## src/rtl/cpu_pkg.sv

```systemverilog
`default_nettype none
// ============================================================================
// cpu_pkg : shared integer-datapath widths and the writeback entry type
// Revision: 1.0
// ============================================================================
package cpu_pkg;

  localparam int XLEN       = 32;
  localparam int REG_ADDR_W = 5;

  typedef struct packed {
    logic [REG_ADDR_W-1:0] rd;
    logic [XLEN-1:0]       data;
  } wb_entry_t;

endpackage : cpu_pkg
`default_nettype wire

```

## src/rtl/wb_fifo.sv

```systemverilog
`default_nettype none
// ============================================================================
// wb_fifo : in-order writeback entry storage with per-entry valid bits
// Revision: 1.0
// ============================================================================
module wb_fifo
  import cpu_pkg::*;
#(
  parameter int DEPTH = 4
) (
  input  logic                      clk,
  input  logic                      rst_n,
  input  logic                      push,
  input  logic                      pop,
  input  wb_entry_t                 wr_entry,
  output wb_entry_t [DEPTH-1:0]     entries,
  output logic      [DEPTH-1:0]     valid,
  output logic [$clog2(DEPTH)-1:0]  head_ptr,
  output logic [$clog2(DEPTH):0]    count,
  output logic                      full,
  output logic                      empty
);

  localparam int c_AW = $clog2(DEPTH);

  wb_entry_t [DEPTH-1:0] r_mem;
  logic      [DEPTH-1:0] r_valid;
  logic [c_AW-1:0]       r_head;
  logic [c_AW-1:0]       r_tail;
  logic [c_AW:0]         r_count;

  // Payload needs no reset: r_valid and r_count gate every use of it.
  always_ff @(posedge clk) begin
    if (push) r_mem[r_tail] <= wr_entry;
  end

  // Power-of-two depth lets the pointers wrap by natural overflow.
  always_ff @(posedge clk or negedge rst_n) begin
    if (!rst_n) begin
      r_valid <= '0;
      r_head  <= '0;
      r_tail  <= '0;
      r_count <= '0;
    end else begin
      if (pop) begin
        r_valid[r_head] <= 1'b0;
        r_head          <= r_head + 1'b1;
      end
      // Set after clear so a full push+pop with head==tail keeps the slot valid.
      if (push) begin
        r_valid[r_tail] <= 1'b1;
        r_tail          <= r_tail + 1'b1;
      end
      case ({push, pop})
        2'b10:   r_count <= r_count + 1'b1;
        2'b01:   r_count <= r_count - 1'b1;
        default: r_count <= r_count;
      endcase
    end
  end

  assign entries  = r_mem;
  assign valid    = r_valid;
  assign head_ptr = r_head;
  assign count    = r_count;
  assign empty    = (r_count == '0);
  assign full     = (r_count == (c_AW+1)'(DEPTH));

endmodule : wb_fifo
`default_nettype wire

```

## src/rtl/writeback_queue.sv

```systemverilog
`default_nettype none
// ============================================================================
// writeback_queue : buffered register-file writeback with hazard reporting
// Revision: 1.0
// ============================================================================
module writeback_queue
  import cpu_pkg::*;
#(
  parameter int DEPTH = 4
) (
  input  logic                    clk,
  input  logic                    rst_n,
  input  logic                    inValid,
  output logic                    inReady,
  input  logic [REG_ADDR_W-1:0]   inRd,
  input  logic [XLEN-1:0]         inData,
  input  logic                    wbEnable,
  output logic                    isWrite,
  output logic [REG_ADDR_W-1:0]   rd,
  output logic [XLEN-1:0]         writeData,
  input  logic [REG_ADDR_W-1:0]   rs1,
  input  logic [REG_ADDR_W-1:0]   rs2,
  output logic                    rs1Busy,
  output logic                    rs2Busy,
  output logic [$clog2(DEPTH):0]  count
);

  localparam int c_AW = $clog2(DEPTH);

  wb_entry_t [DEPTH-1:0] w_entries;
  logic      [DEPTH-1:0] w_valid;
  logic [c_AW-1:0]       w_head_ptr;
  logic                  w_full;
  logic                  w_empty;
  logic                  w_push;
  logic                  w_pop;
  wb_entry_t             w_wr_entry;
  wb_entry_t             w_head;
  logic                  w_rs1_hit;
  logic                  w_rs2_hit;

  assign inReady    = !w_full || (wbEnable && !w_empty);
  assign isWrite    = !w_empty && wbEnable;
  assign w_pop      = isWrite;
  // x0 results complete the handshake but are never stored.
  assign w_push     = inValid && inReady && (inRd != '0);
  assign w_wr_entry = '{rd: inRd, data: inData};

  wb_fifo #(
    .DEPTH (DEPTH)
  ) u_fifo (
    .clk      (clk),
    .rst_n    (rst_n),
    .push     (w_push),
    .pop      (w_pop),
    .wr_entry (w_wr_entry),
    .entries  (w_entries),
    .valid    (w_valid),
    .head_ptr (w_head_ptr),
    .count    (count),
    .full     (w_full),
    .empty    (w_empty)
  );

  assign w_head    = w_entries[w_head_ptr];
  assign rd        = w_empty ? '0 : w_head.rd;
  assign writeData = w_empty ? '0 : w_head.data;

  // The draining head is bypassed by the register file, so it never counts.
  always_comb begin
    w_rs1_hit = 1'b0;
    w_rs2_hit = 1'b0;
    for (int i = 0; i < DEPTH; i++) begin
      if (w_valid[i] && !(isWrite && (w_head_ptr == c_AW'(i)))) begin
        if (w_entries[i].rd == rs1) w_rs1_hit = 1'b1;
        if (w_entries[i].rd == rs2) w_rs2_hit = 1'b1;
      end
    end
  end

  assign rs1Busy = w_rs1_hit && (rs1 != '0);
  assign rs2Busy = w_rs2_hit && (rs2 != '0);

endmodule : writeback_queue
`default_nettype wire

```

## config.mk

```make
export PLATFORM = sky130hd
export DESIGN_NAME = writeback_queue
export DESIGN_NICKNAME = d
export VERILOG_FILES = /design/src/rtl/cpu_pkg.sv /design/src/rtl/wb_fifo.sv /design/src/rtl/writeback_queue.sv
export SDC_FILE = /design/constraint.sdc
export NUM_CORES = 1
export LEC_CHECK = 0
export CAP_MARGIN = 30
export CORE_ASPECT_RATIO = 1.1
export CORE_MARGIN = 2
export CORE_UTILIZATION = 55
export DETAILED_ROUTE_END_ITERATION = 10
export DONT_BUFFER_PORTS = 1
export PLACE_DENSITY = 0.7
export RECOVER_POWER = 50
export SYNTH_ARGS = -nofsm -noshare
export SYNTH_HDL_FRONTEND = slang
export SYNTH_HIERARCHICAL = 1
export SYNTH_SLANG_ARGS = --single-unit
```

## constraint.sdc

```tcl
create_clock -name clk -period 3.35 [get_ports clk]
set_input_delay 0.5025 -clock clk [delete_from_list [all_inputs] [get_ports clk]]
set_output_delay 0.5025 -clock clk [all_outputs]
set_load 0.01 [all_outputs]
```

==> results of run 1 <==
## cell families after synthesis
kind of cell | Yosys count | synth area share
AND/OR/NAND/NOR | 80 | 0.0674
flip-flops | 159 | 0.689
AO/OA/AOI/OAI | 13 | 0.0144
adder cells (fa/ha/maj) | 10 | 0.0194
XOR/XNOR | 45 | 0.0575
buffers and inverters | 33 | 0.0294
multiplexers | 38 | 0.123
## sequential cells by signal, indices dropped and copies added, names as in the netlist
register / cells
u_fifo/r_tail: 2
u_fifo/valid: 4
u_fifo/entries: 148
u_fifo/head_ptr: 2
u_fifo/count: 3
## worst paths after layout
path	slack (ps)	startpoint	endpoint	depth (start not counted)
max	300	u_fifo/count[0]	rs2Busy	7
min	180	inData[22]	u_fifo/entries[59]	0
max reg2reg	320	u_fifo/count[0]	u_fifo/entries[49]	7
min reg2reg	500	u_fifo/valid[1]	u_fifo/valid[1]	1
max in group asynchronous	2430	rst_n	u_fifo/head_ptr[0]	1
min in group asynchronous	510	rst_n	u_fifo/count[2]	1
## layer usage
layer | track usage | vias up | wire length [um]
li1 | - | 1448 | -
met1 | 0.244 | 1649 | 5000
met2 | 0.337 | 95 | 6640
met3 | 0.0804 | 10 | 876
met4 | 0.0719 | 0 | 126
met5 | 0 | - | 0
## stage by stage
| stage | instance area, um^2 | power [W] | hold WS, ps | utilization | std cells |
|---|---|---|---|---|---|
| floorplan | 6850 | 0.00451 | 207 | - | 378 |
| global placement | 7000 | 0.00486 | 207 | 0.579 | 519 |
| detailed placement | 7000 | 0.00492 | 207 | 0.579 | 519 |
| CTS | 7610 | 0.00688 | 159 | 0.629 | 552 |
| global route | 7600 | 0.00711 | 157 | 0.629 | 552 |
| finish | 7600 | 0.00677 | 177 | 0.629 | 552 |
## power by group through the flow
stage / combinational [W] / clock (W) / sequential [W]
CTS: 0.00194 / 0.00198 / 0.00295
global placement: 0.00189 / 0 / 0.00297
finish: 0.00189 / 0.00194 / 0.00294
floorplan: 0.00171 / 0 / 0.00280
detailed placement: 0.00193 / 0 / 0.00299
global route: 0.00207 / 0.00205 / 0.00299
## final cells by class
type                    count  share of cell area
clock inverters            13              0.0222
repair buffers             11              0.0145
well taps                 154              0.0253
clock buffers              19              0.0569
flip-flops and latches    159               0.621
inverters                  10             0.00494
multi-input cells         186               0.255
## cell usage after synthesis
cell / n
nand2b_1: 1
buf_4: 2
buf_12: 2
o21ai_1: 1
dfrtp_1: 11
nor2_1: 4
mux2i_1: 1
a21o_1: 4
and2_1: 4
clkbuf_1: 4
fa_1: 1
ha_1: 9
and3_1: 1
nand3b_4: 1
o31ai_4: 1
a21oi_1: 3
inv_1: 10
nand2_1: 10
o31ai_2: 1
nor4_1: 8
o21ai_0: 3
xnor2_1: 29
buf_6: 3
mux4_2: 37
nor3_1: 6
buf_2: 12
nand3_1: 8
edfxtp_1: 148
nor2b_1: 37
xor2_1: 16
## repair_timing
action / 4_1_cts / 5_1_grt
resized for setup: 0 / 0
hold buffers: 1 / 0
hold endpoints to repair: 11 / 0
==> results.md, run 1 <==
* Clock latency on the worst-skew pair at 420 ps
* Layout fillers at 860
* Starting density of the core at 0.567
* Number of placed I/O pins at 95
* Setup CP Type: flop to output port
* Endpoints failing setup at 0
* Cell variety after synth at 30
* Die width at 110 um
* VDD IR max at 0.537 mV
* Startpoint types: flop
* #FFs+latches synth at 159
* Via Count at 3202
* TritonCTS clock tree: yes
* Setup Buffers After CTS at 0
* Crit path required time at 2850 ps
* Clock power share at 0.287
* Synth-to-Final Area Change at 11.0%
* Critical path's slowest cell: dfrtp_1
* Syn nets at 439
* Drc violations at 0
* Flop pwr share at 0.434
* Ys Warns at 6
* Worst-path fanout max at 38
* Tightest Hold Check Type: primary input to flop
* Leading area contributor after synthesis: edfxtp_1
* Sw Share at 0.300
* Die height at 121 um
* Nets at 446
* Register area share after synthesis at 0.689
* Max-Cap Viols at 0
* Total Routing Usage GR at 0.203
* H-tree depth at 4
* Combinational share of power at 0.280
* Routed Antenna Nets at 0
* Clk root buf: clkbuf_16
* Leading cell types in the layout, fill and taps excluded: edfxtp_1 (148), mux4_2 (37), nor2b_1 (37)
* Iter 0 DRT Violations at 157
* Area occupied by registers at 0.00472 mm^2
* Setup repair after global routing missed its margin: false
* Normalized max-slew margin at 0.219
* Clock slew at reported path FFs at 60 ps
* Max incr delay on CP at 450 ps
* Num Clock Sinks at 159
* Largest net degree at the start of global routing at 39
* Maximum clock frequency at 328 MHz
* GPL Wtd Cong at 0.856
* Layout cells sized above 1 at 0.201
* WL final at 12.6 mm
* Top cell type's share of synthesized area at 0.649
* Largest cells by area after synthesis: edfxtp_1 (65%), mux4_2 (12%), dfrtp_1 (4.0%)
* Fin crit period at 3050 ps
* Area of the multi-input gates at 0.00194 mm^2
* Die Footprint at 0.0134 mm^2
* Final Worst Setup Slack at 303 ps
* Final setup TNS at 0 ps
* DP HPWL at 8.51 mm
* WP data arrival at 2540 ps
* Clock Skew at 7.20 ps
* Outcome: completed
* Switching power total at 0.00203 W
* Int Pwr at 0.00474 W
* Post-route clock period utilization at 0.909
* Leakage power at 2.55 nW
* CTS Buffer Depth at 2
* Post-Syn Instances at 378
* Cell mode on critical path: nor4_1
* Core ar. at 0.0121 mm^2
* CP Capture Type: output port
* Routed vias/inst at 5.80
* DRT Pass-1 Iters at 4
* TritonCTS buffer count at 17
* Top Family by Delay on Critical Path: simple AND/OR/NAND/NOR gates
* Most common cell after layout, fill and taps aside: edfxtp_1
* Ant. Diodes at 0
* Avg WL per Cell at 22.9 um
* Mapped Avg Cell Area at 18.1 um^2
* Final Hold Vio Count at 0
* Max Slew Vio Count at 0
* Number of global-route vias before repair at 3477
* Worst slew pin tran at 1170 ps
* Dpl ws at 689 ps
* Num rows at 42
* CP cell instances: nor3_2, buf_4, nand3b_4, o21ai_0, nor4_1, nor4_1, a21oi_1
* Congestion Overflow GR at 0
* Pwr/cell area at 891 mW/mm^2
* Worst path buffer plus inverter count at 1
* First-pass GRT wire length at 20.1 mm
* Initial antenna violation count at 0
* Mapped Area at 0.00685 mm^2
* PortBufs at 0
Power figures use the tool's default switching activity.
==> inputs of run 2 (changes only) <==
- CTS_BUF_LIST: unset -> sky130_fd_sc_hd__clkbuf_16
==> run 2 against run 1 <==
Effect of this change:
- sequential power barely moved
- clock skew rose by 3.4 ps
- sequential share of layout area is the same
- critical path type unchanged
- first-iteration DRC count unchanged
- design area unchanged
- die area did not move
- power fell by 0.16%
- clock-buffer cell count decreased by 2
- maximum frequency about the same
- clock power about the same
==> results.md, run 2 (synthesis gave the netlist of run 1 again) <==
* Outcome: completed
* Final Hold Vio Count at 0
* Core ar. at 0.0121 mm^2
* Total Routing Usage GR at 0.203
* WL final at 12.6 mm
* Avg WL per Cell at 22.9 um
* Clock latency on the worst-skew pair at 420 ps
* Endpoints failing setup at 0
* WP data arrival at 2540 ps
* DP HPWL at 8.51 mm
* Post-route clock period utilization at 0.909
* TritonCTS clock tree: yes
* Cts repair resizes at 0
* Max reg flops at 148
* Met2 WL post-DR at 6.66 mm
* Leading cell types in the layout, fill and taps excluded: edfxtp_1 (148), mux4_2 (37), nor2b_1 (37)
* Worst Min Path Start: inData[8]
* Drc violations at 0
* Worst path buffer plus inverter count at 1
* Num Clock Sinks at 159
* Nets at 446
* Final Total Pwr at 0.00676 W
* Top Family by Delay on Critical Path: simple AND/OR/NAND/NOR gates
* PortBufs at 0
* Normalized max-slew margin at 0.219
* Initial antenna violation count at 0
* Number of global-route vias before repair at 3477
* H-tree depth at 4
* TritonCTS buffer count at 17
* Fin crit period at 3040 ps
* VDD IR max at 0.535 mV
* Via Count at 3212
* CTS Buffer Depth at 2
* Max Slew Vio Count at 0
* Clk root buf: clkbuf_16
* Final setup TNS at 0 ps
* Critical path's slowest cell: dfrtp_1
* Congestion Overflow GR at 0
* Met1 wire length at 5.04 mm
* Iter 0 DRT Violations at 157
* Setup CP Type: flop to output port
* Design area at 0.00760 mm^2
* Clock slew at reported path FFs at 60 ps
* Routed Antenna Nets at 0
* Startpoint types: flop
* Layout fillers at 860
* Reg2reg start: u_fifo/count[0]
* Cells after DPL at 519
* Tightest Hold Check Type: primary input to flop
* Synth-to-Final Area Change at 11.0%
* Die height at 121 um
* Max incr delay on CP at 450 ps
* Most common cell after layout, fill and taps aside: edfxtp_1
* Met3 wire length at 831 um
* Largest net degree at the start of global routing at 39
* Leakage power at 2.56 nW
* Critical path startpoint: u_fifo/count[0]
* Cell mode on critical path: nor4_1
* Die width at 110 um
* Maximum clock frequency at 328 MHz
* Worst hold slack at 178 ps
* Ant. Diodes at 0
* Die Footprint at 0.0134 mm^2
* Clock Skew at 10.6 ps
* GPL Wtd Cong at 0.856
* Hold Buf Count CTS at 1
* Number of placed I/O pins at 95
* Max-Cap Viols at 0
* Setup repair after global routing missed its margin: false
* Layout cells sized above 1 at 0.201
* Num rows at 42
* Top Metal Used: met4
* CP cell instances: nor3_2, buf_4, nand3b_4, o21ai_0, nor4_1, nor4_1, a21oi_1
* Routed vias/inst at 5.82
* Crit path required time at 2850 ps
* First-pass GRT wire length at 20.1 mm
* CP Capture Type: output port
* DRT Pass-1 Iters at 4
* Worst-path fanout max at 38
* DP Area at 0.00700 mm^2
* Pwr/cell area at 889 mW/mm^2
* Setup Buffers After CTS at 0
* Starting density of the core at 0.567
* Non-Filler Instances at 552
* Worst slew pin tran at 1170 ps
## run 2: area by class of cell
type	count	area [um^2]	share of cell area
sequential	159	4720	0.621
multi-input combinational	186	1940	0.255
clock buffer	17	425	0.0559
tap	154	193	0.0253
clock inverter	15	176	0.0232
timing repair buffer	11	110	0.0145
inverter	10	37.5	0.00494
## run 2: stage by stage
step                      worst slack, ps  utilization
after floorplan                       677            -
after global placement                762        0.579
after detailed placement              689        0.579
after CTS                             256        0.629
after global routing                 86.2        0.629
final                                 305        0.629
## run 2: final timing paths
path | slack [ps] | endpoint | cells past startpoint
min in group asynchronous | 520 | u_fifo/count[2] | 1
max | 310 | rs2Busy | 7
min reg2reg | 500 | u_fifo/valid[1] | 1
min | 180 | u_fifo/entries[45] | 0
max in group asynchronous | 2430 | u_fifo/head_ptr[0] | 1
max reg2reg | 320 | u_fifo/entries[60] | 7
## run 2: layer usage
metal	vias to the layer above	track usage
met4	0	0.0719
li1	1449	-
met2	93	0.337
met5	-	0
met3	10	0.0804
met1	1660	0.244
## run 2: where the power goes
group	switching, W	total [W]	internal [W]
logic	0.00102	0.00189	0.000874
registers	0.000306	0.00294	0.00263
clock network	0.000701	0.00193	0.00123
## run 2: worst register-to-register path, stage by stage (launching register included)
cell and delay [ps]:
dfrtp_1 460, nor3_2 90, nand2b_1 230, nand2_1 180
nand2_1 80, a21oi_1 400, and2_0 980, buf_12 300
==> inputs of run 3 (changes only) <==
- CORE_UTILIZATION: 55 -> 60
- MAX_ROUTING_LAYER: unset -> met4
- PLACE_DENSITY: 0.7 -> 0.76
- SYNTH_HIERARCHICAL: 1 -> unset
==> run 3 against run 2 <==
Effect of this change:
- synthesized cell count decreased by 1.9%
- power fell by 2.1%
- sequential share of layout area is 0.97 points higher
- global-route usage is 1.7 points higher
- critical path type unchanged
- critical endpoint is now rs1Busy
- largest power group unchanged
==> results.md, run 3 <==
* #FFs+latches synth at 159
* Mapped Area at 0.00679 mm^2
* Starting density of the core at 0.620
* Post-route clock period utilization at 0.869
* WP data arrival at 2410 ps
* Total Routing Usage GR at 0.220
* CP cell instances: nor3_1, buf_12, o21ai_1, nor4_1, nor4_1, a21oi_1
* Normalized max-slew margin at 0.287
* Initial antenna violation count at 0
* Leading area contributor after synthesis: edfxtp_1
* Non-Filler Instances at 534
* Routed Antenna Nets at 0
* Die height at 116 um
* TritonCTS buffer count at 17
* DP HPWL at 7.46 mm
* Num rows at 40
* Worst slew pin tran at 1070 ps
* Most frequent cell after synthesis: edfxtp_1
* TritonCTS clock tree: yes
* Setup Buffers After CTS at 0
* Avg WL per Cell at 22.4 um
* CTS Buffer Depth at 2
* Drc violations at 0
* Mapped Avg Cell Area at 18.3 um^2
* Worst reg2reg path depth at 4
* Final Hold Vio Count at 0
* Clock slew at reported path FFs at 60 ps
* Tightest Hold Check Type: primary input to flop
* Hold Crit Endpoint: u_fifo.entries[90]
* H-tree depth at 4
* Max-Cap Viols at 0
* Startpoint types: flop
* Via Count at 3188
* WL final at 12.0 mm
* Ant. Diodes at 0
* Reg-to-reg endpoint: u_fifo.entries[56]
* Critical path startpoint: u_fifo.count[0]
* Top cell types by occurrence after synthesis: edfxtp_1 (148), nor2b_1 (38), mux4_2 (37), xnor2_1 (27), xor2_1 (18)
* Number of placed I/O pins at 95
* Die Footprint at 0.0122 mm^2
* Ys Warns at 0
* VDD IR max at 0.473 mV
* Synth-to-Final Area Change at 10.2%
* Routed vias/inst at 5.97
* Worst Min Path Start: inData[16]
* Endpoints failing setup at 0
* Iter 0 DRT Violations at 202
* Cells on Worst Hold Path at 0
* Cell mode on critical path: nor4_1
* Final setup TNS at 0 ps
* R2r setup slk at 770 ps
* Leakage power at 2.48 nW
* Top cell type's share of synthesized area at 0.654
* Post-Syn Instances at 371
* Nets at 435
* Die width at 105 um
* Pwr/cell area at 884 mW/mm^2
* Num Clock Sinks at 159
* Outcome: completed
* DRT Pass-1 Iters at 4
* Ys flop type: edfxtp_1
* Async S/R FF share, synth at 0.0692
* Fin crit period at 2910 ps
* Maximum clock frequency at 344 MHz
* Max incr delay on CP at 450 ps
* Clock latency on the worst-skew pair at 410 ps
* Worst path buffer plus inverter count at 1
* Largest net degree at the start of global routing at 43
* Clock Skew at 5.43 ps
* Crit path required time at 2850 ps
* CP Capture Type: output port
* Largest cells by area after synthesis: edfxtp_1 (65%), mux4_2 (12%), dfrtp_1 (4.1%)
* Syn nets at 432
* Congestion Overflow GR at 0
* Critical path's slowest cell: dfrtp_1
* Setup CP Type: flop to output port
* Layout cells sized above 1 at 0.214
* Core ar. at 0.0110 mm^2
* GPL Wtd Cong at 0.928
* Cells after DPL at 501
* Top Family by Delay on Critical Path: simple AND/OR/NAND/NOR gates
* First-pass GRT wire length at 18.5 mm
* Number of global-route vias before repair at 3475
* Register area share after synthesis at 0.695
* Leading cell types in the layout, fill and taps excluded: edfxtp_1 (148), nor2b_1 (38), mux4_2 (37)
* Clk root buf: clkbuf_16
* Worst-path fanout max at 42
* Most common cell after layout, fill and taps aside: edfxtp_1
* PortBufs at 0
* EDFF count, synth at 148
* Max Slew Vio Count at 0
* Setup repair after global routing missed its margin: false
* Cell variety after synth at 30
* Max reg flops at 148
* Layout fillers at 724
* Reg2reg start: u_fifo.count[2]
-- run 3: cell types whose count changed after synthesis, moves of 4 or more --
cell      before  now
a21o_1         4    0
buf_2         12    6
and2_1         4    0
clkbuf_1       4   11
-- run 3: metal layers --
metal,vias up,GRT usage,share of wire,wire [um]
li1,1418,-,-,-
met1,1661,0.258,0.40,4760
met2,100,0.359,0.52,6240
met3,9,0.0861,0.073,879
met4,0,0.0613,0.0087,104
met5,-,-,0,0
-- run 3: report_power, final --
group / internal [W] / switching [W]
registers: 0.00263 / 0.000211
logic: 0.000851 / 0.00110
clock network: 0.00109 / 0.000732
total: 0.00457 / 0.00204
-- run 3: how the worst max path moves through the flow --
stage | endpoint | depth (start not counted)
global route | rs1Busy | 6
floorplan | u_fifo.count[2] | 10
global placement | u_fifo.count[2] | 10
CTS | rs2Busy | 7
detailed placement | u_fifo.count[2] | 10
finish | rs1Busy | 6
-- run 3: repair_timing --
item	CTS	global route
hold buffers	1	0
hold endpoints to repair	11	0
resized for setup	0	0
-- run 3: kinds of logic (layout without fill, tap and decap cells) --
family                     Yosys count  count (layout)  synth area share
and+or+nand+nor                     79              79            0.0737
muxes                               39              39             0.126
adders and majority gates           10              10            0.0195
DFF                                159             159             0.695
buffers and inverters               31              47            0.0199
xor gates and xnor gates            45              45            0.0580
AOI/OAI and AO/OA                    8               8           0.00811
-- run 3: stage by stage --
stage / util / cell area, um^2 / hold slack, ps / setup WS, ps / total power [W]
after CTS: 0.685 / 7510 / 165 / 500 / 0.00674
final: 0.683 / 7480 / 186 / 439 / 0.00662
after global placement: 0.632 / 6930 / 207 / 965 / 0.00484
after floorplan: - / 6790 / 207 / 1040 / 0.00444
after global routing: 0.683 / 7480 / 156 / 274 / 0.00695
after detailed placement: 0.632 / 6930 / 207 / 910 / 0.00490
-- run 3: worst register-to-register path, cell delays in order (launching register included) --
cell and delay [ps]:
dfrtp_1 450, or4b_1 270, nand2_2 60, a21oi_1 420
and2_2 950
-- run 3: cell type report --
type	count	area [um^2]	area share
clock buffers	17	425	0.0568
flip-flops and latches	159	4720	0.631
well taps	147	184	0.0246
clock inverters	15	145	0.0194
inverters	9	33.8	0.00451
repair buffers	6	60.1	0.00802
multi-input cells	181	1910	0.256
